<file path="src/rtl/topk_pkg.sv">
// topk_pkg: shared types and compare helper for the topk_merge slice.
// Optional build macro TOPK_MERGE_IDX_EN is consumed by topk_merge and topk_merge_net.
package topk_pkg;

    localparam int TOPK_K_DEF = 8;
    localparam int TOPK_MAXW  = 64;

    typedef enum logic [1:0] {
        IDLE  = 2'd0,
        ACCUM = 2'd1,
        DONE  = 2'd2
    } topk_merge_state_e;

    // Operands arrive already sign- or zero-extended to TOPK_MAXW by the caller.
    function automatic logic topk_gt(input logic [TOPK_MAXW-1:0] a,
                                     input logic [TOPK_MAXW-1:0] b,
                                     input logic                 sign);
        if (sign) return $signed(a) > $signed(b);
        return a > b;
    endfunction

endpackage

</file>
<file path="src/rtl/topk_merge_net.sv">
// topk_merge_net: combinational merge of two descending K-lists into the descending top K.
// With TOPK_MERGE_IDX_EN defined, index lanes follow their data through every stage.
module topk_merge_net
    import topk_pkg::*;
#(
    parameter int DATAWIDTH = 8,
    parameter int K         = TOPK_K_DEF,
    parameter int IDXW      = 13
) (
    input  logic [DATAWIDTH-1:0] a [K],
    input  logic [DATAWIDTH-1:0] b [K],
    input  logic                 sign,
`ifdef TOPK_MERGE_IDX_EN
    input  logic [IDXW-1:0]      ia [K],
    input  logic [IDXW-1:0]      ib [K],
    output logic [IDXW-1:0]      ic [K],
`endif
    output logic [DATAWIDTH-1:0] c [K]
);

    localparam int STAGES = $clog2(K);

    function automatic logic [TOPK_MAXW-1:0] ext(input logic [DATAWIDTH-1:0] v, input logic s);
        return s ? TOPK_MAXW'($signed(v)) : TOPK_MAXW'(v);
    endfunction

    logic [DATAWIDTH-1:0] w_d [STAGES+1][K];
`ifdef TOPK_MERGE_IDX_EN
    logic [IDXW-1:0]      w_i [STAGES+1][K];
`endif

    // Pairing a[i] with b[K-1-i] leaves a bitonic list holding exactly the top K.
    for (genvar i = 0; i < K; i++) begin : g_max
        logic w_take_b;
        assign w_take_b  = topk_gt(ext(b[K-1-i], sign), ext(a[i], sign), sign);
        assign w_d[0][i] = w_take_b ? b[K-1-i] : a[i];
`ifdef TOPK_MERGE_IDX_EN
        assign w_i[0][i] = w_take_b ? ib[K-1-i] : ia[i];
`endif
    end

    for (genvar s = 0; s < STAGES; s++) begin : g_stage
        localparam int DIST = K >> (s + 1);
        for (genvar i = 0; i < K; i++) begin : g_lane
            if ((i & DIST) == 0) begin : g_cx
                logic w_swap;
                assign w_swap              = topk_gt(ext(w_d[s][i+DIST], sign), ext(w_d[s][i], sign), sign);
                assign w_d[s+1][i]         = w_swap ? w_d[s][i+DIST] : w_d[s][i];
                assign w_d[s+1][i+DIST]    = w_swap ? w_d[s][i] : w_d[s][i+DIST];
`ifdef TOPK_MERGE_IDX_EN
                assign w_i[s+1][i]         = w_swap ? w_i[s][i+DIST] : w_i[s][i];
                assign w_i[s+1][i+DIST]    = w_swap ? w_i[s][i] : w_i[s][i+DIST];
`endif
            end
        end
    end

    assign c  = w_d[STAGES];
`ifdef TOPK_MERGE_IDX_EN
    assign ic = w_i[STAGES];
`endif

endmodule

</file>
<file path="src/rtl/topk_merge.sv">
// topk_merge: streaming top-K accumulator behind the 32-input bitonic sorter.
// Optional TOPK_MERGE_IDX_EN adds idx_o carrying {beat, position} for each result element.
//   state | meaning
//   IDLE  | waiting for the first beat of a frame
//   ACCUM | frame open, merging each beat into best[]
//   DONE  | result held on y_o/beats_o until accepted
module topk_merge
    import topk_pkg::*;
#(
    parameter int DATAWIDTH  = 8,
    parameter int DATALENGTH = 32,
    parameter int K          = TOPK_K_DEF,
    parameter int CNTWIDTH   = 8
) (
    input  logic                 clk_i,
    input  logic                 rstn_i,
    input  logic                 sign_i,
    input  logic                 in_valid_i,
    output logic                 in_ready_o,
    input  logic                 in_last_i,
    input  logic [DATAWIDTH-1:0] x_i [DATALENGTH],
    output logic                 out_valid_o,
    input  logic                 out_ready_i,
    output logic [DATAWIDTH-1:0] y_o [K],
`ifdef TOPK_MERGE_IDX_EN
    output logic [CNTWIDTH+$clog2(DATALENGTH)-1:0] idx_o [K],
`endif
    output logic [CNTWIDTH-1:0]  beats_o
);

    localparam int POSW = $clog2(DATALENGTH);
    localparam int IDXW = CNTWIDTH + POSW;

    topk_merge_state_e    r_state, w_next_state;
    logic [DATAWIDTH-1:0] r_best   [K];
    logic [DATAWIDTH-1:0] w_x_top  [K];
    logic [DATAWIDTH-1:0] w_merged [K];
    logic [CNTWIDTH-1:0]  r_count;
    logic                 r_sign;
    logic                 w_accept;
    logic                 w_first;

    assign in_ready_o  = (r_state != DONE);
    assign out_valid_o = (r_state == DONE);
    assign w_accept    = in_valid_i && in_ready_o;
    assign w_first     = (r_state == IDLE);

    // Input is already sorted, so only its first K elements can reach the result.
    for (genvar i = 0; i < K; i++) begin : g_top
        assign w_x_top[i] = x_i[i];
    end
    if (DATALENGTH > K) begin : g_tail
        logic [DATAWIDTH-1:0] w_tail_unused [DATALENGTH-K];
        for (genvar i = K; i < DATALENGTH; i++) begin : g_t
            assign w_tail_unused[i-K] = x_i[i];
        end
    end

`ifdef TOPK_MERGE_IDX_EN
    logic [IDXW-1:0]     r_idx        [K];
    logic [IDXW-1:0]     w_idx_in     [K];
    logic [IDXW-1:0]     w_idx_merged [K];
    logic [CNTWIDTH-1:0] w_beat;

    assign w_beat = w_first ? '0 : r_count;
    for (genvar i = 0; i < K; i++) begin : g_idx
        assign w_idx_in[i] = {w_beat, POSW'(i)};
    end

    always_ff @(posedge clk_i or negedge rstn_i) begin
        if (!rstn_i) begin
            r_idx <= '{default: '0};
        end else if (w_accept) begin
            if (w_first) r_idx <= w_idx_in;
            else         r_idx <= w_idx_merged;
        end
    end

    assign idx_o = r_idx;
`endif

    topk_merge_net #(
        .DATAWIDTH(DATAWIDTH),
        .K        (K),
        .IDXW     (IDXW)
    ) u_net (
        .a   (r_best),
        .b   (w_x_top),
        .sign(r_sign),
`ifdef TOPK_MERGE_IDX_EN
        .ia  (r_idx),
        .ib  (w_idx_in),
        .ic  (w_idx_merged),
`endif
        .c   (w_merged)
    );

    always_ff @(posedge clk_i or negedge rstn_i) begin
        if (!rstn_i) r_state <= IDLE;
        else         r_state <= w_next_state;
    end

    always_comb begin
        w_next_state = r_state;
        case (r_state)
            IDLE, ACCUM: if (in_valid_i) w_next_state = in_last_i ? DONE : ACCUM;
            DONE:        if (out_ready_i) w_next_state = IDLE;
            default:     w_next_state = IDLE;
        endcase
    end

    always_ff @(posedge clk_i or negedge rstn_i) begin
        if (!rstn_i) begin
            r_best  <= '{default: '0};
            r_count <= '0;
            r_sign  <= 1'b0;
        end else if (w_accept) begin
            if (w_first) begin
                r_best  <= w_x_top;
                r_sign  <= sign_i;
                r_count <= CNTWIDTH'(1);
            end else begin
                r_best <= w_merged;
                if (r_count != '1) r_count <= r_count + CNTWIDTH'(1);
            end
        end
    end

    assign y_o     = r_best;
    assign beats_o = r_count;

endmodule
</file>
<file path="config.mk">
export PLATFORM = sky130hd
export DESIGN_NAME = topk_merge
export DESIGN_NICKNAME = d
export VERILOG_FILES = /design/src/rtl/topk_pkg.sv /design/src/rtl/topk_merge_net.sv /design/src/rtl/topk_merge.sv
export SDC_FILE = /design/constraint.sdc
export NUM_CORES = 1
export LEC_CHECK = 0
export ABC_CLOCK_PERIOD_IN_PS = 10900
export CAP_MARGIN = 20
export CORE_ASPECT_RATIO = 0.9
export CORE_MARGIN = 10
export CORE_UTILIZATION = 51
export DETAILED_ROUTE_END_ITERATION = 16
export PLACE_DENSITY = 0.84
export SYNTH_ARGS = -nofsm -noshare
export SYNTH_HDL_FRONTEND = slang
export SYNTH_HIERARCHICAL = 1
export SYNTH_SLANG_ARGS = --single-unit
</file>
<file path="constraint.sdc">
create_clock -name clk_i -period 10.9 [get_ports clk_i]
set_input_delay 2.18 -clock clk_i [delete_from_list [all_inputs] [get_ports clk_i]]
set_output_delay 2.18 -clock clk_i [all_outputs]
set_load 0.1 [all_outputs]
</file>
==> key figures <==
Run status
  – Outcome: completed

Synth
  – Top cells by count, synth: ha_1 (175), mux2i_1 (161), a21oi_1 (136)
  – Synthesis Warnings: 6
  – Largest cells by area after synthesis: ha_1 (18%), dfrtp_1 (15%), mux2i_1 (13%), a21oi_1 (5.5%), a21oi_2 (4.6%)
  – Post-Synth Adder-Cell Area: 0.1791
  – Synth async-reset ratio: 1.000
  – Complex-gate fraction of the synthesized area: 0.2893
  – Post-synthesis cell area: about 12000 sq um
  – Post-synth cell types: 86
  – Simple logic cell fraction of the synthesized area: 0.1515
  – Cells after Synth: about 1500
  – Synth area leader: ha_1
  – Sequential fraction of the synthesis area: 0.1505
  – Synth Net Count: 1959
  – Cell with the most instances after synthesis: ha_1
  – Multiplexer share of the synthesized area: 0.1456
  – Post-Syn Area per Cell: approximately 8 sq um
  – Top FF cell, synth: dfrtp_1
  – Post-synth EDFFs: 0
  – Yosys top cell area share: 0.1756
  – Xor and xnor area share after synthesis: 0.008427
  – Largest family of logic cells by synthesized area: compound AO/OA/AOI/OAI gates
  – #FFs+latches synth: 75

Routing
  – DRC viols: 0
  – Vias/cell: 6.447
  – Iteration count of the initial detailed-routing pass: 7
  – Iteration-0 DRC Markers: ~1500
  – Via Count: roughly 13000
  – Routed WL per cell: 22.83 um
  – Antenna-violating nets left: 0
  – DRT Wirelength: between 40000 and 50000 um

Critical path
  – Critical Path AT: approximately 11000 ps
  – Largest stage delay on the critical path: between 500 and 600 ps
  – R2R Setup Slk: roughly 1700 ps
  – CP Launch Type: primary input
  – Crit-path slowest cell: clkdlybuf4s50_1
  – CP Buf/Inv Count: 8
  – Crit path capture type: register
  – Max Fanout on Critical Path: 11
  – Worst path top cell family by delay: compound AO/OA/AOI/OAI gates
  – R2R depth: between 40 and 50
  – Reg-to-Reg Start: r_sign
  – Critical Path RT: 11180 ps
  – CP most frequent cell: buf_4
  – Critical path class: primary input to register
  – Reg-to-Reg End: y_o[2]
  – CP Depth: between 40 and 50

Global route
  – GRT Util Overall: 0.2894
  – Vias in the first global route: roughly 13000
  – Antenna violations before repair: 1
  – Largest net degree at the start of global routing: between 70 and 80
  – First-pass GRT wire length: 71380 um
  – GRT overflow: 0

Cells and area
  – Synthesis-to-finish area growth: 25.29%
  – N_diodes: 0
  – # nets final: 2206
  – Layout cell share with drive strength beyond 1: 0.1990

CTS
  – CTS tree: yes
  – Clock-pin slew on the worst setup and hold paths: 70 ps
  – Total CTS buffers: 9
  – Cts hold-fix bufs: 0
  – Clk_lat worst skew: approximately 360 ps
  – Sinks on Clock Net: between 70 and 80
  – Clock Root Buffer: clkbuf_16
  – CTS Buffer Depth: 2
  – CTS H-tree depth: 3

Placement
  – Dpl hpwl: 37670 um
  – Final Wtd Congestion: between 1 and 1.5
  – # port buffers: 143
  – Pre-CTS setup slack: -69.38 ps

Timing
  – Fmax: 0.09474 GHz
  – Worst-Margin Slew: about 1100 ps
  – Hold Vio Cnt, Final: 0
  – Slew HR: 0.2343
  – Final WS setup: approximately 350 ps
  – Tcrit/Tclk final: 0.9683
  – Post-layout min period: 10550 ps
  – Setup Skew: between 10 and 15 ps
  – Final max-slew violation count: 0
  – Final setup vio count: 0

Min path
  – Worst Hold Path Cells: 2
  – Worst Hold End: y_o[3]
  – Worst hold path type: register to register
  – Hold Startpoint: y_o[3]

Floorplan
  – FP Rows: 54
  – I/O pin cnt: about 340
  – Initial core utilization: 0.5156
  – Die height: between 150 and 200 um
  – Die width: 184.8 um
  – Core Region: between 20000 and 25000 sq um
  – Die Area: around 31000 sq um

Job
  – Max Cap Violations: 0
worst max-delay path by stage:
stage | startpoint | to | slack [ps]
final | x_i[239] | y_o[2] | 350
after global routing | x_i[239] | y_o[46] | -20
after detailed placement | x_i[215] | y_o[2] | -70
after CTS | x_i[215] | y_o[2] | 260
after floorplan | x_i[231] | y_o[31] | 510
after global placement | x_i[231] | y_o[2] | 90
worst register-to-register path, delay by kind of cell, from the launching register on:
| family | cells | cell delay [ps] |
|---|---|---|
| adders and majority gates | 4 | 1320 |
| and+or+nand+nor | 9 | 1430 |
| buffers and inverters | 8 | 1700 |
| AOI/OAI and AO/OA | 17 | 3070 |
| DFF | 1 | 650 |
| muxes | 3 | 910 |
sequential cells by signal, summed over array words and instances, names as in the netlist:
signal / cells
r_state: 2
y_o: 64
beats_o: 8
r_sign: 1
metrics by stage:
step                hold WS [ps]    util  cells  setup TNS, ps  area [sq um]
finish                     559.7  0.6460   2082              0         15630
global route               583.1  0.6460   2082         -82.86         15630
CTS                        559.8  0.6318   2062              0         15280
detailed placement         546.8  0.6190   2046         -259.2         14970
global placement           538.8  0.6190   2046              0         14970
floorplan                  475.2       -   1522              0         12470
area by class of cell:
class | instances | area, sq um
tap | 308 | 385.4
multi-input combinational | 1246 | 9851
fill | 2069 | 8562
timing repair buffer | 310 | 2725
clock inverter | 7 | 85.08
inverter | 127 | 476.7
clock buffer | 9 | 225.2
sequential | 75 | 1878
layer usage:
metal / wire length, um / global-route usage / share of wire
met5: 13 / 0 / 0.00027
met1: 19660 / 0.3820 / 0.41
met3: 4743 / 0.06155 / 0.10
met2: 21460 / 0.4542 / 0.45
met4: 1651 / 0.1031 / 0.035
logic make-up after synthesis:
kind of cell | count (synthesis)
flops | 75
fa+ha+maj | 179
buf+inv | 202
xor+xnor | 12
mux | 177
simple gates | 349
compound gates | 528
cells in the final DEF (no fill, tap or decap), types with 10 or more instances in the layout:
| cell type | Yosys | routed |
|---|---|---|
| a21oi_2 | 65 | 68 |
| nand3_1 | 32 | 32 |
| clkdlybuf4s50_1 | 0 | 137 |
| nand2_1 | 67 | 67 |
| and2_1 | 34 | 32 |
| a31oi_1 | 61 | 61 |
| a21o_1 | 19 | 19 |
| mux2i_1 | 161 | 152 |
| nor2_1 | 61 | 59 |
| a211oi_1 | 18 | 18 |
| nand4_1 | 23 | 23 |
| nand3_2 | 11 | 11 |
| buf_4 | 10 | 165 |
| a2bb2oi_1 | 24 | 23 |
| ha_1 | 175 | 174 |
| nand2b_1 | 11 | 10 |
| o21ai_0 | 46 | 43 |
| inv_1 | 125 | 125 |
| nor3_1 | 32 | 31 |
| nor2b_1 | 13 | 13 |
| nor4_1 | 10 | 10 |
| o21ai_1 | 48 | 49 |
| mux2_2 | 10 | 10 |
| o21a_1 | 40 | 39 |
| a21oi_1 | 136 | 131 |
| dfrtp_1 | 75 | 74 |
timing repair:
item | CTS | global route
setup buffers | 0 | 18
gates resized for setup | 0 | 43
setup endpoints to repair | 0 | 63
Power is left out: the tool's default activity adds up to more than one toggle a clock period on the data nets, which glitch-free logic cannot reach.
